==> src/rtl/mmu_feeder.sv <==
// rtl/mmu_feeder.sv - weight/activation sequencer driving the MMU systolic array
module mmu_feeder #(
  parameter int DEPTH     = 4,
  parameter int BIT_WIDTH = 8
) (
  input  logic                       clk,
  input  logic                       rst_n,
  input  logic                       start,
  input  logic                       wt_valid,
  output logic                       wt_ready,
  input  logic [BIT_WIDTH*DEPTH-1:0] wt_row,
  input  logic                       act_valid,
  output logic                       act_ready,
  input  logic [BIT_WIDTH*DEPTH-1:0] act_vec,
  input  logic                       act_last,
  output logic                       busy,
  output logic                       done,
  output logic                       control,
  output logic [BIT_WIDTH*DEPTH-1:0] wt_arr,
  output logic [BIT_WIDTH*DEPTH-1:0] data_arr
);

  localparam int VW   = BIT_WIDTH * DEPTH;
  localparam int WT_W = $clog2(DEPTH) + 1;
  localparam int DR_W = $clog2(2 * DEPTH);

  typedef enum logic [1:0] {IDLE, LOAD_WT, STREAM, DRAIN} state_t;

  state_t          state;
  state_t          next_state;
  logic [WT_W-1:0] wt_cnt;
  logic [DR_W-1:0] drain_cnt;
  logic            wt_acc;
  logic            act_acc;
  logic            last_row;
  logic            drain_end;
  logic [VW-1:0]   lane_in;

  assign wt_ready  = (state == LOAD_WT);
  assign act_ready = (state == STREAM);
  assign wt_acc    = wt_valid & wt_ready;
  assign act_acc   = act_valid & act_ready;
  assign last_row  = (wt_cnt == WT_W'(DEPTH - 1));
  assign drain_end = (drain_cnt == DR_W'(2 * DEPTH - 1));
  // Zeros enter the skew chains whenever no vector is taken (gaps, drain, idle).
  assign lane_in   = act_acc ? act_vec : '0;

  // State register.
  always_ff @(posedge clk or negedge rst_n) begin
    if (!rst_n) state <= IDLE;
    else        state <= next_state;
  end

  // Next-state logic: one weight tile, then vectors until act_last, then a fixed drain.
  always_comb begin
    next_state = state;
    case (state)
      IDLE:    if (start) next_state = LOAD_WT;
      LOAD_WT: if (wt_acc && last_row) next_state = STREAM;
      STREAM:  if (act_acc && act_last) next_state = DRAIN;
      DRAIN:   if (drain_end) next_state = IDLE;
      default: next_state = IDLE;
    endcase
  end

  // Row counter for the weight tile and cycle counter for the drain.
  always_ff @(posedge clk or negedge rst_n) begin
    if (!rst_n) begin
      wt_cnt    <= '0;
      drain_cnt <= '0;
    end else begin
      case (state)
        IDLE:    wt_cnt <= '0;
        LOAD_WT: if (wt_acc) wt_cnt <= wt_cnt + WT_W'(1);
        STREAM:  drain_cnt <= '0;
        DRAIN:   drain_cnt <= drain_cnt + DR_W'(1);
        default: ;
      endcase
    end
  end

  // Registered status and weight-path outputs; done lands on the last drain cycle.
  always_ff @(posedge clk or negedge rst_n) begin
    if (!rst_n) begin
      busy    <= 1'b0;
      done    <= 1'b0;
      control <= 1'b0;
      wt_arr  <= '0;
    end else begin
      busy    <= (next_state != IDLE);
      done    <= (state == DRAIN) && (drain_cnt == DR_W'(2 * DEPTH - 2));
      control <= wt_acc;
      wt_arr  <= wt_acc ? wt_row : '0;
    end
  end

  // Diagonal skew: lane i passes through i+1 registers, the last one being the output.
  for (genvar i = 0; i < DEPTH; i++) begin : g_lane
    logic [BIT_WIDTH*(i+1)-1:0] chain;
    if (i == 0) begin : g_first
      // Lane 0 is just the output register.
      always_ff @(posedge clk or negedge rst_n) begin
        if (!rst_n) chain <= '0;
        else        chain <= lane_in[0 +: BIT_WIDTH];
      end
    end else begin : g_rest
      // New value enters the low slice and moves up one slice per cycle.
      always_ff @(posedge clk or negedge rst_n) begin
        if (!rst_n) chain <= '0;
        else        chain <= {chain[BIT_WIDTH*i-1:0], lane_in[BIT_WIDTH*i +: BIT_WIDTH]};
      end
    end
    assign data_arr[BIT_WIDTH*i +: BIT_WIDTH] = chain[BIT_WIDTH*i +: BIT_WIDTH];
  end

endmodule

==> config.mk <==
export PLATFORM = sky130hd
export DESIGN_NAME = mmu_feeder
export DESIGN_NICKNAME = d
export VERILOG_FILES = /design/src/rtl/mmu_feeder.sv
export SDC_FILE = /design/constraint.sdc
export NUM_CORES = 1
export LEC_CHECK = 0
export BUFFER_PORTS_ARGS = -buffer_cell sky130_fd_sc_hd__buf_2
export CAP_MARGIN = 20
export CORE_MARGIN = 3
export CORE_UTILIZATION = 30
export CTS_BUF_LIST = sky130_fd_sc_hd__clkbuf_8
export CTS_CLUSTER_DIAMETER = 40
export DETAILED_ROUTE_END_ITERATION = 16
export GPL_TIMING_DRIVEN = 0
export SLEW_MARGIN = 20
export SYNTH_ARGS = -nofsm -noshare
export SYNTH_HDL_FRONTEND = slang
export SYNTH_SLANG_ARGS = --single-unit
==> constraint.sdc <==
create_clock -name clk -period 1.3 [get_ports clk]
set_input_delay 0.195 -clock clk [delete_from_list [all_inputs] [get_ports clk]]
set_output_delay 0.195 -clock clk [all_outputs]
set_load 0.02 [all_outputs]
# Word-level counts from Yosys, hierarchy flattened
# Cells that the tools add are included.
[totals]
regBits = 123
inputBits = 70
output_inout_bits = 69
wordCells = 40
[classes]
add_sub_neg = 2
eq_ne = 7
mux = 10
bitwise = 2
reduce_logical = 8
[ops]
columns = ["operator", "n"]
rows = [
  ["$mux W32", 2],
  ["$pmux W3 S2", 2],
  ["$mux W2", 4],
  ["$pmux W2 S4", 1],
  ["$add A3 B1 Y3 const B", 2],
  ["$eq A3 B3 Y1 const B", 2],
  ["$reduce_bool A2 Y1", 3],
  ["$eq A2 B2 Y1 const B", 2],
  ["$eq A3 B2 Y1 const B", 1],
  ["$logic_and A1 B1 Y1", 3],
  ["$mux W3", 1],
  ["$and A1 B1 Y1", 2],
  ["$eq A2 B1 Y1 const B", 1],
  ["$logic_not A2 Y1", 1],
  ["$ne A2 B1 Y1 const B", 1],
  ["$reduce_and A2 Y1", 1],
]

# Longest topological paths before layout
# Gate-level depths: netlist of the first run.
[depth]
depth_word = 6
ltp_mapped = 4
ltp_nobuf = 4

# Worst setup path before layout of the first run
# No wires, ideal clock.
[synth_path]
kind = "reg2reg"
start = "reg drain_cnt[1]"
end = "reg state[0]"
setup_time_ps = 66
arrival_time_ps = 1053
t_required_ps = 1234
setup_slack_ps = 181
path_stages_with_launch = 5
n_path_buf = 0
period_less_slack_ps = 1119
cell_sequence = "dfrtp_1 ha_1 ha_1 a31oi_1 and3_1"
[synth_between]
elab_chain_len = 3
[synth_rtl]
columns = ["item", "line", "text"]
rows = [
  ["from (decl)", "32", "logic [DR_W-1:0] drain_cnt;"],
  ["from (signal assigned)", "76", "DRAIN: drain_cnt <= drain_cnt + DR_W'(1);"],
  ["$eq A3 B3 Y1", "44", "assign drain_end = (drain_cnt == DR_W'(2 * DEPTH - 1));"],
  ["$mux W2", "61", "DRAIN: if (drain_end) next_state = IDLE;"],
  ["$pmux W2 S4", "57", "case (state)"],
  ["net next_state[0]", "30", "state_t next_state;"],
  ["to (signal assigned)", "51", "else state <= next_state;"],
  ["to (decl)", "29", "state_t state;"],
]
# The timed path passes the listed nets, and every way through them passes these cells.
# A chain may end at the register's enable or synchronous reset.

# Worst setup path in the final report of the first run
[layout_path]
start = "reg state[1]"
end = "out act_ready"
[layout_between]
elab_chain_len = 1
[layout_rtl]
columns = ["item", "line", "text"]
rows = [
  ["$eq A2 B2 Y1", "40", "assign act_ready = (state == STREAM);"],
  ["to (decl)", "13", "output logic act_ready,"],
]
# No other way between the ends.

==> results.md, run 1 <==
* Pwr per Cell Area at 1625 mW/mm²
* Critical Path AT at 1320 ps
* Post-Route WL at 8854 µm
* ANT nets after route at 0
* # IOs at 139
* Failing checks: setup timing
* Top-count cell post-synth: dfrtp_1
* Cell type with the largest total area after synthesis: dfrtp_1
* Post-Synth Simple-Gate Area at 0.1301
* Core box area at 0.01277 mm²
* CTS Buf Count at 17
* Cells after synthesis at 262
* Die Area at 0.01469 mm²
* FFs w/ async S/R, synth at 1.000
* Avg WL per Cell at 13.37 µm
* Worst Setup SP: state[1]
* Post-synthesis mux area share at 0.002514
* Compound-Gate Fraction of Synth Area at 0.009114
* Util after Layout at 0.4890
* EDFF count, synth at 0
* Synth Net Count at 337
* CTS H-tree depth at 4
* Peak VDD IR at 0.0008693 V
* Final Worst Setup Slack at -211.1 ps
* Clk slew on worst S/H paths at 80 ps
* Adder-cell share of the synthesized area at 0.01571
* Mapped Area at 0.003981 mm²
* Max-cap viol count at 0
* # port buffers at 138
* Layout area overhead at 56.88%
* Clk sink count at 123
* Pre-antenna DRT Iters at 4
* Final #Nets at 552
* Hpwl dp at 5334 µm
* Post-synthesis average cell area at 15.20 µm²
* Cell area after layout at 0.006246 mm²
* Post-synthesis xor/xnor area fraction at 0
* Leak at 0.003390 µW
* Register area share after synthesis at 0.7731
* Crit Path Max Fanout at 3
* HP Start: act_vec[5]
* Starting density of the core at 0.3117
* ANT cells at 0
* F_max at 661.8 MHz
* Largest net degree at the start of global routing at 76
* GRT Util Overall at 0.1264
* Req. time, crit path at 1110 ps
* Main combinational cell family by area after synthesis: simple AND/OR/NAND/NOR gates
* CP endpoint kind: primary output
* Post-synth top flop: dfrtp_1
* First-pass GRT wire length at 13870 µm
* Max-slew headroom at 0.6916
* Synth top area share at 0.7731
* Worst reg2reg path startpoint: state[1]
* FP Rows at 41
* Synth Warn # at 0
* Flops & latches, synth at 123
* Top cells by count, synth: dfrtp_1 (123), and3_1 (33), and2_1 (32), buf_4 (24), nand2_1 (10)
* RSZ-0062 raised after global routing: true
* Netlist cell types at 23
* Die extent in y at 121.2 µm
* Critical path type: register to primary output
* Vias in the first global route at 2909
* Via density at 4.038
* Worst-margin pin slew at 462.5 ps
* Routability congestion estimate at 0.7466
* Slew Viols, Final at 0
* Antenna violations before repair at 0
* Hold Fails Final Rpt at 0
* Synth top area cells: dfrtp_1 (77%), and3_1 (5.2%), and2_1 (5.0%)
* Post-DP Area at 0.004921 mm²
* Residual DRC at 0
* Final period util at 1.162
* Clk_lat worst skew at 440 ps
* Die Width at 121.2 µm
* Minimum clock period at 1511 ps
* Tightest Hold Check Type: input port to register
* Via count at 2673
* Congestion Overflow GR at 0
* Status: finished with violations
* Final setup fails at 33
* Clk_skew at 13.93 ps
* Layout cell share with drive strength beyond 1 at 0.4735
* Worst hold margin at 33.01 ps
* Setup_tns at -2929 ps
* Drt first-iter violations at 145
* Root Driver: clkbuf_8
* TritonCTS clock tree: built
* Startpoint Class: register
* Clock buffer depth at 2
-- area by class of cell --
cell class,count,area [µm²]
timing repair buffer,209,1594
inverter,4,15.01
clock buffer,20,275.3
multi-input combinational,99,734.5
clock inverter,12,136.4
buffer,23,197.7
sequential,123,3078
fill,1087,6528
tap,172,215.2
-- power breakdown --
part / internal [µW] / total [µW] / switching [µW]
sequential: 4240 / 4410 / 163
clock: 1870 / 3380 / 1510
combinational: 1200 / 2360 / 1160
-- per-stage QoR --
step | power, µW | std cells | worst slack (ps)
CTS | 9957 | 670 | -257.6
global placement | 6152 | 572 | -1366
detailed placement | 6245 | 573 | -39.49
floorplan | 5569 | 262 | 180.9
global route | 10710 | 662 | -301.7
finish | 10150 | 662 | -211.1
-- sequential cells by signal, indices dropped and copies added, names as in the netlist --
register,count
control,1
wt_arr,32
g_lane.chain,80
state,2
done,1
wt_cnt,3
drain_cnt,3
busy,1
-- final timing paths --
kind | endpoint | slack, ps | cells past startpoint
setup / recovery | act_ready | -210 | 3
hold / removal | g_lane[0].chain[5] | 30 | 2
hold reg to reg | g_lane[3].chain[9] | 350 | 0
setup reg to reg | state[0] | -100 | 6
min in group asynchronous | g_lane[1].chain[12] | 260 | 2
max in group asynchronous | wt_arr[17] | 330 | 3
-- placed cells by master, fill, tap and decap left out, types with 3 or more instances in the layout --
| master | netlist | final |
|---|---|---|
| and2_1 | 32 | 14 |
| dlygate4sd3_1 | 0 | 61 |
| buf_6 | 4 | 34 |
| dfrtp_1 | 123 | 123 |
| nand2_1 | 10 | 10 |
| and2_4 | 0 | 18 |
| inv_6 | 0 | 3 |
| ha_1 | 5 | 5 |
| nand3_1 | 3 | 3 |
| inv_1 | 4 | 4 |
| clkbuf_8 | 0 | 21 |
| and3_1 | 33 | 21 |
| clkinvlp_4 | 0 | 3 |
| buf_4 | 24 | 18 |
| and3_4 | 0 | 12 |
| o21ai_0 | 3 | 3 |
| buf_2 | 3 | 111 |
| nor2b_1 | 3 | 3 |
| clkbuf_1 | 3 | 3 |
-- repair_timing --
action | CTS | global route
setup buffers | 4 | 1
gates resized for setup | 33 | 71
hold endpoints to repair | 108 | 0
gates cloned | 0 | 5
setup endpoints to repair | 7 | 72
hold buffers | 61 | 0
-- kinds of logic after synthesis --
| kind of cell | count (synthesis) |
|---|---|
| AOI/OAI and AO/OA | 6 |
| buffers and inverters | 40 |
| muxes | 1 |
| DFF | 123 |
| adders and majority gates | 5 |
| and+or+nand+nor | 87 |
-- metal layers --
metal  share of wire  GRT usage
met4           0.027    0.07003
met3           0.050    0.05221
met5               0          0
met2            0.56     0.2185
met1            0.36     0.1290
-- critical path: stages (launching register included) --
cell and delay (ps):
dfrtp_1 410, and2b_2 230, buf_6 120, buf_6 120
No activity file was read; power rests on OpenSTA's default activity.
==> run 2, diff against run 1 <==
PLACE_DENSITY = 0.61   (was default)
==> results.md, run 2 (synthesis results as in run 1) <==
* Pwr per Cell Area at 1627 mW/mm² (+0.15%)
* Place WS at -64.05 ps (-24.56 ps)
* Crit Path Max Fanout at 5 (+2)
* Overall power at 10220 µW (+0.69%)
* Cell area after layout at 0.006280 mm² (+0.54%)
* Vias in the first global route at 2816 (-3.2%)
* Avg WL per Cell at 13.06 µm (-2.3%)
* Placed cells at 573 (unchanged)
* Core box area at 0.01277 mm² (unchanged)
* Status: finished with violations
* Number of flip-flops in the largest register at 80 (unchanged)
* Clk slew on worst S/H paths at 80 ps (about the same)
* Final Worst Setup Slack at -209.7 ps (+1.420 ps)
* Via count at 2672 (-0.037%)
* Minimum clock period at 1510 ps (-1.420 ps)
* Clk_skew at 11.20 ps (-2.733 ps)
* Slew Viols, Final at 0 (unchanged)
* Worst-margin pin slew at 531.5 ps (+68.96 ps)
* # IOs at 139 (unchanged)
* Hpwl dp at 5444 µm (+2.1%)
* Clk_lat worst skew at 430 ps (about the same)
* FF-to-FF path depth at 6 (unchanged)
* Critical path type: register to primary output
* Final Instance Count excl. Fillers at 667 (+0.76%)
* Tightest Hold Check Type: input port to register
* RR Endpoint: g_lane[3].chain[4]
* CTS H-tree depth at 4 (unchanged)
* Final setup fails at 7 (-79%)
* Final period util at 1.161 (about the same)
* Max-slew headroom at 0.6457 (-0.04597)
* HP Start: act_vec[21]
* CTS Buf Count at 17 (unchanged)
* Leak at 0.003389 µW (about the same)
* Die extent in y at 121.2 µm (unchanged)
* Worst path slowest cell: dfrtp_2
* # port buffers at 138 (unchanged)
* Final #Nets at 557 (+0.91%)
* Crit-path max cell delay at 430 ps (+20 ps)
* Post-DP Area at 0.004921 mm² (unchanged)
* Max-cap viol count at 0 (unchanged)
* Drt first-iter violations at 88 (-39%)
* Startpoint Class: register
* Largest net degree at the start of global routing at 67 (-12%)
* Worst hold path stage count at 2 (unchanged)
* Clock buffer depth at 2 (unchanged)
* First-pass GRT wire length at 13530 µm (-2.4%)
* Slack of the worst reg-to-reg path at -100 ps (about the same)
* Crit path buffers/inverters at 2 (unchanged)
* CP Cell Sequence: and2b_2 -> buf_6 -> buf_6
* Req. time, crit path at 1110 ps (about the same)
* FP Rows at 41 (unchanged)
* Clk sink count at 123 (unchanged)
* Via density at 4.006 (-0.79%)
* Root Driver: clkbuf_8
* Most frequent CP cell: buf_6
* Starting density of the core at 0.3117 (unchanged)
* GRT Util Overall at 0.1216 (-0.004739)
* Top reg by flops: g_lane.chain
* Hold worst-path end: g_lane[2].chain[5]
* CP endpoint kind: primary output
* Residual DRC at 0 (unchanged)
* Layout area overhead at 57.73%
* RSZ-0062 raised after global routing: true
* Most frequent cells in the layout: dfrtp_1 (122), buf_2 (112), dlygate4sd3_1 (62)
* F_max at 662.4 MHz (about the same)
* Layout cell share with drive strength beyond 1 at 0.4525 (-0.02094)
* Antenna violations before repair at 0 (unchanged)
* Failing checks: setup timing
* ANT cells at 0 (unchanged)
* TritonCTS clock tree: built
* Peak VDD IR at 0.0006953 V (-20%)
* Congestion Overflow GR at 0 (unchanged)
* Pre-antenna DRT Iters at 4 (unchanged)
* Fill cells at 1108 (+1.9%)
* Hold Fails Final Rpt at 0 (unchanged)
* Worst reg2reg path startpoint: state[1]
* Top flop regs: g_lane.chain x80, wt_arr x32
* Critical Path AT at 1310 ps (about the same)
* Post-Route WL at 8712 µm (-1.6%)
* Routability congestion estimate at 0.7359 (-1.4%)
* Die Width at 121.2 µm (unchanged)
* Util after Layout at 0.4916 (+0.002645)
* Most common cell after layout, fill and taps aside: dfrtp_1
* Family with the most delay on the worst path: flip-flops
* ANT nets after route at 0 (unchanged)
* Die Area at 0.01469 mm² (unchanged)
-- run 2: through the flow --
| step | TNS, ps | hold slack (ps) |
|---|---|---|
| floorplan | 0 | -100.6 |
| global route | -1487 | 3.208 |
| finish | -920.2 | 40.29 |
| CTS | -2566 | 0.09873 |
| global placement | -169460 | 331.4 |
| detailed placement | -64.05 | 200.5 |
-- run 2: worst reg2reg max path: stages (launching register included) --
cell and delay (ps):
dfrtp_2 430, and2b_2 220, buf_6 120, buf_4 120, buf_6 120, buf_6 120, and3_4 160
-- run 2: final cells by class --
| cell class | instances | area [µm²] | share of cell area |
|---|---|---|---|
| clock inverters | 14 | 192.7 | 0.03068 |
| repair buffers | 207 | 1568 | 0.2497 |
| inverters | 4 | 15.01 | 0.002391 |
| flip-flops and latches | 123 | 3079 | 0.4903 |
| multi-input cells | 99 | 715.7 | 0.1140 |
| well taps | 172 | 215.2 | 0.03427 |
| plain buffers | 30 | 246.5 | 0.03925 |
| clock buffers | 18 | 247.7 | 0.03945 |
-- run 2: timing repair --
action | CTS | global route
setup buffers | 5 | 2
hold buffers | 60 | 2
cloned | 0 | 1
gates resized for setup | 28 | 54
pin swaps | 0 | 5
endpoints found under the setup margin | 7 | 52
hold endpoints to repair | 116 | 2
-- run 2: power by group --
part	switching, µW	internal, µW
Clock	1510	2150
Sequential	168	4250
Combinational	1110	1050
Total	2780	7440
-- run 2: how the worst max path moves through the flow --
stage,start,end,slack (ps),cells after the start
6_report,state[1],act_ready,-210,3
5_1_grt,state[1],act_ready,-290,3
4_1_cts,state[1],act_ready,-280,3
3_5_place_dp,state[0],act_ready,-60,3
3_3_place_gp,rst_n,g_lane[0].chain[2],-1390,1
2_1_floorplan,drain_cnt[1],state[0],180,4
-- run 2: layer usage --
metal	share of wire	global-route usage	vias to the layer above	wire length (µm)
met2	0.58	0.2181	73	5058
met5	0	0	-	0
met4	0.033	0.07563	0	291
li1	-	-	1260	-
met1	0.35	0.1234	1316	3029
met3	0.038	0.03543	23	332
